==> src/rtl/entity_mover.sv <==
// entity_mover: position/direction store for N_ENT entities with wall-checked moves.
// Latency: 2 cycles from accept to rsp_valid for error/edge, 2+RAM_LAT when the board RAM is read.
// Backpressure: one request in flight; req_ready is high only in IDLE, requester holds otherwise.
module entity_mover #(
  parameter int COL_BITS = 4,
  parameter int ROW_BITS = 4,
  parameter int N_ENT    = 4,
  parameter int RAM_LAT  = 1,
  localparam int POS_W   = ROW_BITS + COL_BITS,
  localparam int ID_W    = (N_ENT > 1) ? $clog2(N_ENT) : 1
) (
  input  logic             clk,
  input  logic             reset,
  input  logic             req_valid,
  output logic             req_ready,
  input  logic [ID_W-1:0]  req_id,
  input  logic [7:0]       req_dir,
  output logic             wall_ren,
  output logic [POS_W-1:0] wall_addr,
  input  logic [7:0]       wall_rdata,
  output logic             rsp_valid,
  output logic [ID_W-1:0]  rsp_id,
  output logic [POS_W-1:0] rsp_pos,
  output logic [7:0]       rsp_dir,
  output logic             rsp_blocked,
  output logic             rsp_err,
  input  logic [ID_W-1:0]  rd_id,
  output logic [POS_W-1:0] rd_pos,
  output logic [7:0]       rd_dir
);

  localparam int CNT_W = (RAM_LAT > 1) ? $clog2(RAM_LAT) : 1;
  localparam logic [ID_W:0] N_ENT_L = (ID_W+1)'(N_ENT);

  typedef enum logic [1:0] {IDLE, CALC, WAIT, COMMIT} state_t;

  state_t state, next_state;

  logic [POS_W-1:0] pos_q [N_ENT];
  logic [7:0]       dir_q [N_ENT];

  logic [ID_W-1:0]  lat_id;
  logic [7:0]       lat_dir;
  logic [POS_W-1:0] cand;
  logic             blocked;
  logic             err;
  logic [CNT_W-1:0] cnt;

  logic             id_ok;
  logic             dir_ok;
  logic             at_edge;
  logic [POS_W-1:0] cur_pos;
  logic [7:0]       cur_dir;
  logic [POS_W-1:0] cand_c;
  logic [ROW_BITS-1:0] row;
  logic [COL_BITS-1:0] col;

  // Current state of the latched entity and the candidate cell for the latched direction.
  always_comb begin
    cur_pos = '0;
    cur_dir = '0;
    id_ok   = ({1'b0, lat_id} < N_ENT_L);
    if (id_ok) begin
      cur_pos = pos_q[lat_id];
      cur_dir = dir_q[lat_id];
    end
    row     = cur_pos[POS_W-1:COL_BITS];
    col     = cur_pos[COL_BITS-1:0];
    dir_ok  = 1'b1;
    at_edge = 1'b0;
    cand_c  = cur_pos;
    case (lat_dir)
      8'h00: begin at_edge = (row == '0); if (!at_edge) cand_c = {row - ROW_BITS'(1), col}; end
      8'h01: begin at_edge = (row == '1); if (!at_edge) cand_c = {row + ROW_BITS'(1), col}; end
      8'h03: begin at_edge = (col == '0); if (!at_edge) cand_c = {row, col - COL_BITS'(1)}; end
      8'h07: begin at_edge = (col == '1); if (!at_edge) cand_c = {row, col + COL_BITS'(1)}; end
      default: dir_ok = 1'b0;
    endcase
  end

  // State register; reset aborts anything in flight.
  always_ff @(posedge clk) begin
    if (!reset) state <= IDLE;
    else        state <= next_state;
  end

  // Next-state and handshake/response outputs.
  always_comb begin
    next_state  = state;
    req_ready   = 1'b0;
    rsp_valid   = 1'b0;
    rsp_id      = '0;
    rsp_pos     = '0;
    rsp_dir     = '0;
    rsp_blocked = 1'b0;
    rsp_err     = 1'b0;
    case (state)
      IDLE: begin
        req_ready = 1'b1;
        if (req_valid) next_state = CALC;
      end
      CALC: begin
        if (!id_ok || !dir_ok || at_edge) next_state = COMMIT;
        else                              next_state = WAIT;
      end
      WAIT: begin
        if (cnt == '0) next_state = COMMIT;
      end
      COMMIT: begin
        next_state  = IDLE;
        rsp_valid   = 1'b1;
        rsp_id      = lat_id;
        rsp_pos     = (err || blocked) ? cur_pos : cand;
        rsp_dir     = err ? cur_dir : lat_dir;
        rsp_blocked = blocked;
        rsp_err     = err;
      end
      default: next_state = IDLE;
    endcase
  end

  // Request latch, wall lookup, entity state update and readback.
  always_ff @(posedge clk) begin
    if (!reset) begin
      for (int i = 0; i < N_ENT; i++) begin
        pos_q[i] <= (i % 2 == 1) ? '1 : '0;
        dir_q[i] <= (i % 2 == 1) ? 8'h00 : 8'h01;
      end
      lat_id    <= '0;
      lat_dir   <= '0;
      cand      <= '0;
      blocked   <= 1'b0;
      err       <= 1'b0;
      cnt       <= '0;
      wall_ren  <= 1'b0;
      wall_addr <= '0;
      rd_pos    <= '0;
      rd_dir    <= '0;
    end else begin
      wall_ren <= 1'b0;
      if ({1'b0, rd_id} < N_ENT_L) begin
        rd_pos <= pos_q[rd_id];
        rd_dir <= dir_q[rd_id];
      end else begin
        rd_pos <= '0;
        rd_dir <= '0;
      end
      case (state)
        IDLE: begin
          if (req_valid) begin
            lat_id  <= req_id;
            lat_dir <= req_dir;
            blocked <= 1'b0;
            err     <= 1'b0;
          end
        end
        CALC: begin
          cand <= cand_c;
          if (!id_ok || !dir_ok) begin
            err <= 1'b1;
          end else if (at_edge) begin
            blocked <= 1'b1;
          end else begin
            wall_ren  <= 1'b1;
            wall_addr <= cand_c;
            cnt       <= CNT_W'(RAM_LAT - 1);
          end
        end
        WAIT: begin
          if (cnt == '0) blocked <= (wall_rdata != 8'h00);
          else           cnt     <= cnt - CNT_W'(1);
        end
        COMMIT: begin
          if (!err) begin
            dir_q[lat_id] <= lat_dir;
            if (!blocked) pos_q[lat_id] <= cand;
          end
        end
        default: ;
      endcase
    end
  end

endmodule

==> config.mk <==
export PLATFORM = sky130hd
export DESIGN_NAME = entity_mover
export DESIGN_NICKNAME = d
export VERILOG_FILES = /design/src/rtl/entity_mover.sv
export SDC_FILE = /design/constraint.sdc
export NUM_CORES = 1
export LEC_CHECK = 0
export CORE_AREA = 3 3 125 127
export CTS_BUF_LIST = sky130_fd_sc_hd__clkbuf_8
export DETAILED_ROUTE_END_ITERATION = 10
export DIE_AREA = 0 0 128 130
export HOLD_SLACK_MARGIN = 0.03
export PLACE_DENSITY = 0.68
export SYNTH_ARGS = -nofsm -noshare
export SYNTH_HDL_FRONTEND = slang
export SYNTH_SLANG_ARGS = --single-unit
==> constraint.sdc <==
create_clock -name clk -period 4 [get_ports clk]
set_input_delay 0.8 -clock clk [delete_from_list [all_inputs] [get_ports clk]]
set_output_delay 0.8 -clock clk [all_outputs]
set_load 0.005 [all_outputs]
==> Word-level counts from Yosys, hierarchy flattened <==
Memories as Yosys holds them, arrays and structs flattened. A register that Yosys moved wholly into a read port is not among the register bits.
Cells that the tools add are included.
{ "totals": {"regBits": 32, "ram_bits": 64, "in_bits": 23, "out_inout_bits": 47, "word_cells": 106, "memories": 2} }
{ "classes": {"n_addsub": 5, "eq_ne": 14, "muxes": 52, "bitwise": 1, "n_reduce_logical": 23} }
{ "memory_table": {"columns": ["name", "depth", "width", "rd", "rd_ports_with_merged_regs", "wr", "line_no", "rtl"], "rows": [
  ["dir_q", 4, 8, 2, 2, 4, "40", "logic [7:0] dir_q [N_ENT];"],
  ["pos_q", 4, 8, 2, 2, 4, "39", "logic [POS_W-1:0] pos_q [N_ENT];"]
]} }
{ "ops": {"columns": ["operator", "count"], "rows": [
  ["two-way mux 8 bit", 8],
  ["one-hot mux 8 bit (4 select lines)", 1],
  ["two-way mux 1 bit", 27],
  ["two-way mux 2 bit", 9],
  ["OR reduction 8 bit", 2],
  ["!= test 2 bit, second input constant", 6],
  ["AND reduction 3 bit", 4],
  ["adder 4 x 1 -> 4 bit, second input constant", 2],
  ["equality test 4 bit, second input constant", 2],
  ["equality test 8 x 1 -> 1 bit, second input constant", 1],
  ["equality test 8 x 2 -> 1 bit, second input constant", 1],
  ["equality test 8 x 3 -> 1 bit, second input constant", 1],
  ["logical NOT 4 bit", 2],
  ["logical NOT 8 bit", 1],
  ["two-way mux 4 bit", 2],
  ["one-hot mux 2 bit (4 select lines)", 1],
  ["nonzero test 8 bit", 1],
  ["subtractor 4 x 1 -> 4 bit, second input constant", 2],
  ["AND reduction 5 bit", 1],
  ["equality test 2 bit, second input constant", 2],
  ["one-hot mux 1 bit (2 select lines)", 2],
  ["one-hot mux 1 bit (4 select lines)", 1],
  ["AND reduction 2 bit", 2],
  ["nonzero test 2 bit", 2],
  ["9 further kinds", 12]
]} }

==> Depth between registers and ports, before layout <==
Gate-level depths: netlist of run 1.
{ "logic_depth": {"depth_word": 7, "depth_mapped": 10} }

==> Worst setup path before layout of run 1 <==
Ideal clock, no wire load.
{ "synth_path": {"path_type": "input port to flip-flop", "startpoint": "in reset", "endpoint": "mem pos_q[1][0] (netlist bit) (enable)", "setup_time_ps": 384, "arrival_ps": 2660, "slack_ps": 956, "stages": 8, "n_path_buf": 3, "path_cell_list": "clkbuf_1 > nand2_1 > or2_2 > clkbuf_1 > nor2_1 > nand2_1 > clkbuf_1 > o21ai_0"} }
{ "synth_rtl": {"columns": ["element", "line_no", "rtl"], "rows": [
  ["start, declared", "13", "input logic reset,"],
  ["end, declared", "39", null]
]} }

==> results.cfg, run 1 <==
[status]
status = finished, final reports clean

[power_and_ir_drop]
pwr-share-seq_pct = 44.4
p_clk_share_pct = 25.9
power_density_nw_per_um2 = 501
pwr-share-comb_pct = 29.7
leakage_nw = 2.43
intPower_mw = 2.30
peakVddDrop_mv = 0.250
p_switching_mw = 1.22
switching_share_pct = 34.6

[route]
wirelength_um = 15000
route.detailed.drc = 0
drtPass1Iterations = 5
avgRoutedWirePerCell_um = 19.2
drtIter0Drc = 286
via_per_inst = 5.65
final_antenna_net_count = 0
vias = 4410

[yosys]
synthTopCellsByArea = edfxtp_1 (33%), dfxtp_1 (17%), mux4_2 (12%), and2_1 (6.2%), nand2_1 (3.2%)
synth_seq_cells = 113
synth_top_area_share_pct = 33.1
synthFlopType = edfxtp_1
synthesis.area_sq_um = 5810
syn_avg_cell_area_sq_um = 11.3
synthSimpleGateAreaFrac_pct = 19.3
yosysSeqAreaShare_pct = 49.9
yosysWarningCount = 0
synth-adder-area-share_pct = 1.72
synth_mux_area_share_pct = 16.0
synthArstFlopShare_pct = 0
synth-edff-count = 64
synth_compound_area_share_pct = 9.64
yosysTopAreaCell = edfxtp_1
synth_top_family_by_area = simple AND/OR/NAND/NOR gates
synth_xor_area_share_pct = 0.151
synth.distinct_cells = 54
syn_nets = 546
syn_inst = 515

[cts]
cts_setup_buffers = 0
insertion_delay_ns = 0.44
clock_sinks = 113
clkTransAtPathRegs_ns = 0.07
cts_resized = 0
clockBufferDepth = 2
h-tree-depth = 4
cts_hold_buffers = 0
cts_buffers = 17
cts_root_buf = clkbuf_8
cts_tree = yes

[finish]
drive_gt1_share_pct = 13.6
diodes = 0
area_growth_pct = 20.9
final_cell_mix = clkdlybuf4s50_1 (69), edfxtp_1 (64), and2_1 (58)
layout.cells.most_common = clkdlybuf4s50_1
fin_util_pct = 48.4
fill_cells = 1356
seq_area_sq_um = 2900
multiInputGateArea_sq_um = 2720
fin_nets = 614

[grt]
antenna_found_initial = 0
grt_overflow = 0
grt_max_degree = 36
groute.usage.overall_pct = 18.7
grt_pass1_wl_um = 23900
grt_pass1_vias = 4404

[place]
gp_congestion = 0.853
dp_hpwl_um = 10600
port_buffers = 69

[timing]
period_share_pct = 91.7
hold_viol_final = 0
slew_headroom_pct = 24.5
skew_ns = 0.0113
fmax_mhz = 273
tightest_slew_ns = 1.13
setup_viol = 0
final.min_clock_period_ns = 3.67
rsz0062_at_grt = false
slew_violations = 0
tns_ns = 0

[die]
num_rows = 44
initial_utilization_pct = 40.0
die_h_um = 130
dieWidth_um = 128
io_pins = 70
die_area_sq_um = 16600
core-area_sq_um = 14500

[worst_hold_path]
hold_class = flop to flop

[critical_path]
crit_family = buffers and inverters
crit_path_cell_trace = buf_4 -> mux4_2 -> o21ai_0 -> a21boi_0 -> clkdlybuf4s50_1
cp.arrival_ns = 2.87
critPathRequiredTime_ns = 3.20
crit_type = flop to primary output
crit_path_max_incr_delay_ns = 0.70
crit_path_start_kind = flop
path_max_fanout = 13
critical_path_buf_inv_count = 2
cp-end-kind = primary output
cp_slowest_cell = dfxtp_1

[job]
cap_violations = 0
==> worst paths after layout <==
path	startpoint	cells past startpoint	end	slack, ns
max	flop	5	rsp_pos[2]	0.33
min	wall_addr[5]	2	wall_addr[5]	0.48
max reg2reg	flop	7	wall_addr[1]	0.72
min reg2reg	wall_addr[5]	2	wall_addr[5]	0.48
==> worst reg2reg max path, delay by kind of cell, from the launching register on <==
kind | cells | cell delay [ns]
flip-flops | 1 | 0.70
AO/OA/AOI/OAI | 4 | 1.32
AND/OR/NAND/NOR | 1 | 0.17
adder cells (fa/ha/maj) | 1 | 0.29
multiplexers | 1 | 0.69
==> synth_stat cells, types with 2 or more instances <==
library cell and n:
o211ai_1 3, o31ai_1 3, mux4_2 30, mux2_2 3, mux4_1 2, inv_1 13
ha_1 8, a31oi_1 2, a21oi_1 27, a211oi_1 3, clkbuf_1 30, or4_1 2
buf_2 3, o21ai_0 23, edfxtp_1 64, nor2b_1 8, and3_1 7, nand2_1 49
nor2_1 21, and2_1 58, nor4_1 5, mux2i_1 14, a21o_1 2, o22ai_1 3
nor3_1 9, dfxtp_1 49, a21boi_0 10, or3_1 17, nand4_1 5, nand3_1 9
or2_2 2, nand2b_1 9
==> metrics by stage <==
step                setup WS (ns)  hold WS (ns)  power (mW)  cells  area [sq um]
global placement            0.884         0.466        2.58    748          6700
detailed placement          0.778         0.459        2.62    748          6700
global route                0.135         0.524        3.72    780          7030
finish                      0.333         0.478        3.52    780          7030
CTS                         0.285         0.477        3.53    780          7030
floorplan                   0.956         0.463        2.22    515          5810
==> sequential cells by signal, summed over array words and instances (netlist names), named ones only <==
signal / count
blocked: 1
rd_pos: 8
lat_id: 2
wall_ren: 1
pos_q: 32
state: 2
rd_dir: 8
wall_addr: 8
cand: 8
err: 1
dir_q: 32
lat_dir: 8
==> power by group through the flow <==
stage | combinational [mW] | clock (mW) | sequential [mW]
after floorplan | 0.757 | 0 | 1.46
after CTS | 1.04 | 0.933 | 1.56
final | 1.05 | 0.912 | 1.56
after global routing | 1.15 | 0.984 | 1.59
after detailed placement | 1.03 | 0 | 1.58
after global placement | 1.01 | 0 | 1.57
==> metal layers <==
layer | GRT usage [%] | wire length [um] | vias to the layer above
met5 | 0 | 0 | -
met4 | 7.37 | 378 | 0
met3 | 4.91 | 1060 | 31
met2 | 28.5 | 6960 | 194
met1 | 25.7 | 6560 | 2145
li1 | - | - | 2040
==> cell type report <==
class,instances,share of cell area [%]
inverter,13,0.694
clock buffer,17,3.33
clock inverter,15,1.30
sequential,113,41.3
multi-input combinational,354,38.7
timing repair buffer,84,11.4
tap,184,3.28
==> kinds of logic (layout without fill, tap and decap cells) <==
logic type,count (synthesis),count (layout)
AND/OR/NAND/NOR,207,207
flip-flops,113,113
AO/OA/AOI/OAI,88,88
multiplexers,50,50
buffers and inverters,48,129
adder cells (fa/ha/maj),8,8
XOR/XNOR,1,1
Note: power is estimated with default switching activity, not from simulation.
==> inputs of run 2 (changes only) <==
--- a/config.mk
+++ b/config.mk
@@ -5,12 +5,13 @@
 export SDC_FILE = /design/constraint.sdc
 export NUM_CORES = 1
 export LEC_CHECK = 0
+export CAP_MARGIN = 0
 export CORE_AREA = 3 3 125 127
 export CTS_BUF_LIST = sky130_fd_sc_hd__clkbuf_8
 export DETAILED_ROUTE_END_ITERATION = 10
 export DIE_AREA = 0 0 128 130
 export HOLD_SLACK_MARGIN = 0.03
-export PLACE_DENSITY = 0.68
+export PLACE_DENSITY = 0.71
 export SYNTH_ARGS = -nofsm -noshare
 export SYNTH_HDL_FRONTEND = slang
 export SYNTH_SLANG_ARGS = --single-unit
==> run 2 against run 1 <==
  * Sequential power about the same
  * Via count about the same
  * Cell area rose by 1.8%
  * Clock power rose by 40%
  * Fmax down 0.17%
  * Cell count is 0.26% lower
  * Hold slack better by 0.015 ns
  * First-iteration DRC count up 48%
  * Sequential share of layout area shrank 0.74 points
  * Core utilization is 0.88 points higher
  * Clock skew decreased by 0.0018 ns
  * Wire length rose by 0.84%
==> results.cfg, run 2 (synthesis results as in run 1) <==
[status]
status = finished, final reports clean

[finish]
area_growth_pct = 23.1
fill_cells = 1328
top_regs = dir_q: 32 flops, pos_q: 32 flops
instances_no_fill = 778
final_cell_mix = clkdlybuf4s50_1 (69), edfxtp_1 (64), and2_1 (58)
diodes = 0
fin_nets = 612
layout.cells.most_common = clkdlybuf4s50_1
seq_area_sq_um = 2900
multiInputGateArea_sq_um = 2720
drive_gt1_share_pct = 13.6
final_area_sq_um = 7160

[timing]
fmax_mhz = 272
worst_slack_ns = 0.327
rsz0062_at_grt = false
setup_viol = 0
tns_ns = 0
period_share_pct = 91.8
skew_ns = 0.00952
slew_headroom_pct = 21.6
final.min_clock_period_ns = 3.67
hold_viol_final = 0
slew_violations = 0
tightest_slew_ns = 1.17

[die]
io_pins = 70
die_area_sq_um = 16600
core-area_sq_um = 14500
dieWidth_um = 128
num_rows = 44
initial_utilization_pct = 40.0
die_h_um = 130

[grt]
grt_pass1_wl_um = 24300
groute.usage.overall_pct = 19.2
grt_pass1_vias = 4454
use_met1_pct = 24.8
grt_overflow = 0
grt.met3_usage_pct = 4.63
use_met2_pct = 31.3
grt_max_degree = 36
top_usage_layer = met2
antenna_found_initial = 0

[job]
cap_violations = 0

[place]
gp_congestion = 0.858
port_buffers = 69
pre_cts_ws_ns = 0.744
post-place-cells = 746
place_area_sq_um = 6690
dp_hpwl_um = 10600

[cts]
cts_resized = 0
cts_root_buf = clkbuf_8
h-tree-depth = 4
cts_buffers = 17
clock_sinks = 113
cts_setup_buffers = 0
cts_hold_buffers = 0
cts_tree = yes
clockBufferDepth = 2
insertion_delay_ns = 0.45
clkTransAtPathRegs_ns = 0.07

[critical_path]
path_max_fanout = 12
cp.arrival_ns = 2.87
crit_path_start_kind = flop
rr_endpoint = wall_addr[1]
endpoint = rsp_dir[2]
worst-r2r-cell-count = 7
crit_type = flop to primary output
ff2ff_setup_slack_ns = 0.69
critPathRequiredTime_ns = 3.20
cp-end-kind = primary output

[route]
avgRoutedWirePerCell_um = 19.4
via_per_inst = 5.66
route.detailed.drc = 0
wirelength_um = 15100
drtIter0Drc = 422
final_antenna_net_count = 0
drtPass1Iterations = 7
vias = 4406

[power_and_ir_drop]
power_density_nw_per_um2 = 542
peakVddDrop_mv = 0.275
leakage_nw = 2.47
intPower_mw = 2.64
power.total_mw = 3.88
pwr-share-comb_pct = 26.6
p_switching_mw = 1.24
pwr-share-seq_pct = 40.5
switching_share_pct = 32.0
p_clk_share_pct = 33.0

[worst_hold_path]
hold_class = flop to flop
==> run 2: worst min-delay path by stage <==
stage / depth (start not counted) / from / slack (ns) / to
6_report: 2 / wall_addr[0] / 0.49 / wall_addr[0]
5_1_grt: 2 / wall_addr[0] / 0.52 / wall_addr[0]
4_1_cts: 2 / wall_addr[5] / 0.50 / wall_addr[5]
3_5_place_dp: 2 / wall_addr[0] / 0.48 / wall_addr[0]
3_3_place_gp: 2 / wall_addr[5] / 0.48 / wall_addr[5]
2_1_floorplan: 2 / wall_addr[5] / 0.46 / wall_addr[5]
==> run 2: final cells by class <==
type / count / share of cell area [%]
tap: 184 / 3.22
multi-input combinational: 354 / 38.0
timing repair buffer: 82 / 11.0
clock inverter: 14 / 3.08
sequential: 113 / 40.6
clock buffer: 18 / 3.46
inverter: 13 / 0.682
==> run 2: per-stage QoR <==
stage	util [%]	hold slack, ns
finish	49.2	0.493
global route	49.2	0.520
CTS	49.2	0.497
detailed placement	46.0	0.480
global placement	46.0	0.476
floorplan	-	0.463
==> run 2: per-layer routing <==
| layer | share of wire, % | routed length, um |
|---|---|---|
| met5 | 0 | 0 |
| met4 | 1.7 | 259 |
| met3 | 7.5 | 1140 |
| met2 | 49 | 7440 |
| met1 | 41 | 6260 |
==> run 2: power by group through the flow <==
stage / Combinational, mW / Clock (mW) / Sequential, mW
after global placement: 0.996 / 0 / 1.58
after detailed placement: 1.02 / 0 / 1.59
after floorplan: 0.757 / 0 / 1.46
after global routing: 1.14 / 1.36 / 1.59
after CTS: 1.03 / 1.30 / 1.56
final: 1.03 / 1.28 / 1.57
==> run 2: worst max-delay path, stage by stage (launching register included) <==
cell and delay, ns:
dfxtp_1 0.72, buf_4 0.36, mux4_2 0.53, mux2i_1 0.23, nor2b_1 0.09, clkdlybuf4s50_1 0.48
==> inputs of run 3 (changes only) <==
--- a/config.mk
+++ b/config.mk
@@ -5,13 +5,15 @@
 export SDC_FILE = /design/constraint.sdc
 export NUM_CORES = 1
 export LEC_CHECK = 0
+export ABC_AREA = 1
 export CAP_MARGIN = 0
 export CORE_AREA = 3 3 125 127
 export CTS_BUF_LIST = sky130_fd_sc_hd__clkbuf_8
 export DETAILED_ROUTE_END_ITERATION = 10
 export DIE_AREA = 0 0 128 130
+export GPL_TIMING_DRIVEN = 0
 export HOLD_SLACK_MARGIN = 0.03
-export PLACE_DENSITY = 0.71
+export PLACE_DENSITY = 0.7
 export SYNTH_ARGS = -nofsm -noshare
 export SYNTH_HDL_FRONTEND = slang
 export SYNTH_SLANG_ARGS = --single-unit
==> run 3 against run 2 <==
  * Clock power is 8% lower
  * Critical path depth is 3 higher
  * Clock skew shrank 0.0024 ns
==> results.cfg, run 3 <==
[timing]
holdWs_ns = 0.464
fmax_mhz = 275
skew_ns = 0.00710
worst_slack_ns = 0.367
final.min_clock_period_ns = 3.63
tightest_slew_ns = 1.14
setup_viol = 0
period_share_pct = 90.8
hold_viol_final = 0
slew_headroom_pct = 23.0
rsz0062_at_grt = false
tns_ns = 0
slew_violations = 0

[yosys]
yosysSeqAreaShare_pct = 50.2
synth-edff-count = 64
synthTopCellsByArea = edfxtp_1 (33%), dfxtp_1 (17%), nor2_1 (8.9%), nand2_1 (7.7%), o21ai_0 (5.8%)
yosysTopAreaCell = edfxtp_1
synth.distinct_cells = 36
yosysWarningCount = 0
yosys.cell_count.top_type = nor2_1
ys_top_cells_by_count = nor2_1 (137), nand2_1 (119), inv_1 (72)
synthArstFlopShare_pct = 0
synth_seq_cells = 113
synthFlopType = edfxtp_1
syn_nets = 753
synthesis.area_sq_um = 5780
synth_top_area_share_pct = 33.2
syn_inst = 722
syn_avg_cell_area_sq_um = 8.01

[worst_hold_path]
whs_path_depth = 2
min_from = wall_addr[0]
min_to = wall_addr[0]
hold_class = flop to flop

[power_and_ir_drop]
power_density_nw_per_um2 = 558
intPower_mw = 2.49
power.total_mw = 3.97
pwr-share-comb_pct = 33.5
switching_share_pct = 37.1
leakage_nw = 2.70
pwr-share-seq_pct = 36.9
peakVddDrop_mv = 0.260
p_clk_share_pct = 29.7
p_switching_mw = 1.47

[cts]
insertion_delay_ns = 0.45
cts_setup_buffers = 0
clkTransAtPathRegs_ns = 0.07
cts_buffers = 17
cts_resized = 0
h-tree-depth = 4
clock_sinks = 113
cts_root_buf = clkbuf_8
clockBufferDepth = 2
cts_hold_buffers = 0
cts_tree = yes

[grt]
grt_overflow = 0
grt_pass1_vias = 4888
grt_max_degree = 17
antenna_found_initial = 0
grt_pass1_wl_um = 25200
groute.usage.overall_pct = 19.6

[place]
post-place-cells = 973
pre_cts_ws_ns = 0.637
port_buffers = 67
dp_hpwl_um = 11800
place_area_sq_um = 6680
gp_congestion = 0.942

[route]
final_antenna_net_count = 0
vias = 5245
drtPass1Iterations = 6
via_per_inst = 5.22
route.detailed.drc = 0
wirelength_um = 15800
drtIter0Drc = 418
avgRoutedWirePerCell_um = 15.8

[finish]
top_regs = dir_q: 32 flops, pos_q: 32 flops
layout.cells.most_common = nor2_1
area_growth_pct = 23.0
diodes = 0
fin_util_pct = 48.9
instances_no_fill = 1005
fin_nets = 839
final_cell_mix = nor2_1 (137), nand2_1 (119), inv_1 (72)
final_area_sq_um = 7110
drive_gt1_share_pct = 9.14

[status]
status = finished, final reports clean

[critical_path]
cp-end-kind = primary output
crit_path_start_kind = flop
cp.arrival_ns = 2.83
ff2ff_setup_slack_ns = 0.90
path_max_fanout = 10
cp_slowest_cell = clkdlybuf4s50_1
crit_type = flop to primary output
rr_startpoint = state[0]
critPathRequiredTime_ns = 3.20
critPathMostFrequentCell = buf_6
worst-r2r-cell-count = 11
rr_endpoint = pos_q[1][2]
crit_path_max_incr_delay_ns = 0.59
crit_path_cell_trace = buf_6 -> inv_4 -> buf_6 -> buf_6 -> clkbuf_1 -> a21oi_1 -> o32ai_1 -> clkdlybuf4s50_1

[die]
dieWidth_um = 128
die_area_sq_um = 16600
core-area_sq_um = 14500
num_rows = 44
die_h_um = 130
initial_utilization_pct = 39.8
io_pins = 70

[job]
cap_violations = 0
[run 3: cell types whose count changed in the layout (fill, tap and decap cells not counted), sizes merged, moves of 18 or more]
| cell | delta |
|---|---|
| and2 | -58 |
| inv | +66 |
| clkbuf | +18 |
| nor2 | +123 |
| mux4 | -33 |
| or3 | -18 |
| nand3 | +32 |
| o21ai | +47 |
| a21oi | +37 |
| nand2 | +79 |
[run 3: worst max-delay path: cells and delay by family, from the launching register on]
family | cells | cell delay [ns]
buf+inv | 6 | 1.47
compound gates | 2 | 0.59
flops | 1 | 0.31
[run 3: layer usage]
layer	vias to the layer above	global-route usage, %	part of all wire [%]
met1	2376	26.2	45
met4	0	8.11	2.2
li1	2579	-	-
met2	258	30.5	45
met5	-	0	0
met3	32	4.87	8.2
[run 3: worst max path at each step]
stage | start | endpoint | slack [ns]
final | flop | rsp_dir[0] | 0.37
after global routing | state[0] | rsp_pos[5] | 0.25
after CTS | flop | rsp_dir[0] | 0.42
after detailed placement | reset | pos_q[1][6] | 0.64
after global placement | reset | pos_q[1][3] | 0.70
after floorplan | reset | pos_q[1][0] | 1.25
[run 3: power groups by stage]
stage	clock network, mW	registers, mW	logic [mW]
2_1_floorplan	0	1.46	0.903
3_3_place_gp	0	1.48	1.29
3_5_place_dp	0	1.48	1.30
4_1_cts	1.19	1.46	1.31
5_1_grt	1.25	1.48	1.48
6_report	1.18	1.46	1.33
[run 3: final cells by class]
cell class                 count  area, sq um
fill                        1414         7430
sequential                   113         2900
multi-input combinational    498         2410
timing repair buffer          67          671
inverter                      81          312
clock buffer                  17          234
tap                          184          230
clock inverter                15          193
buffer                        30          155
[run 3: cells by family (layout without fill, tap and decap cells)]
kind of cell / count (synthesis) / count (layout) / synth area share [%]
AND/OR/NAND/NOR: 332 / 332 / 25.2
adder cells (fa/ha/maj): 8 / 8 / 1.73
flip-flops: 113 / 113 / 50.2
AO/OA/AOI/OAI: 158 / 158 / 14.7
buffers and inverters: 111 / 210 / 8.07
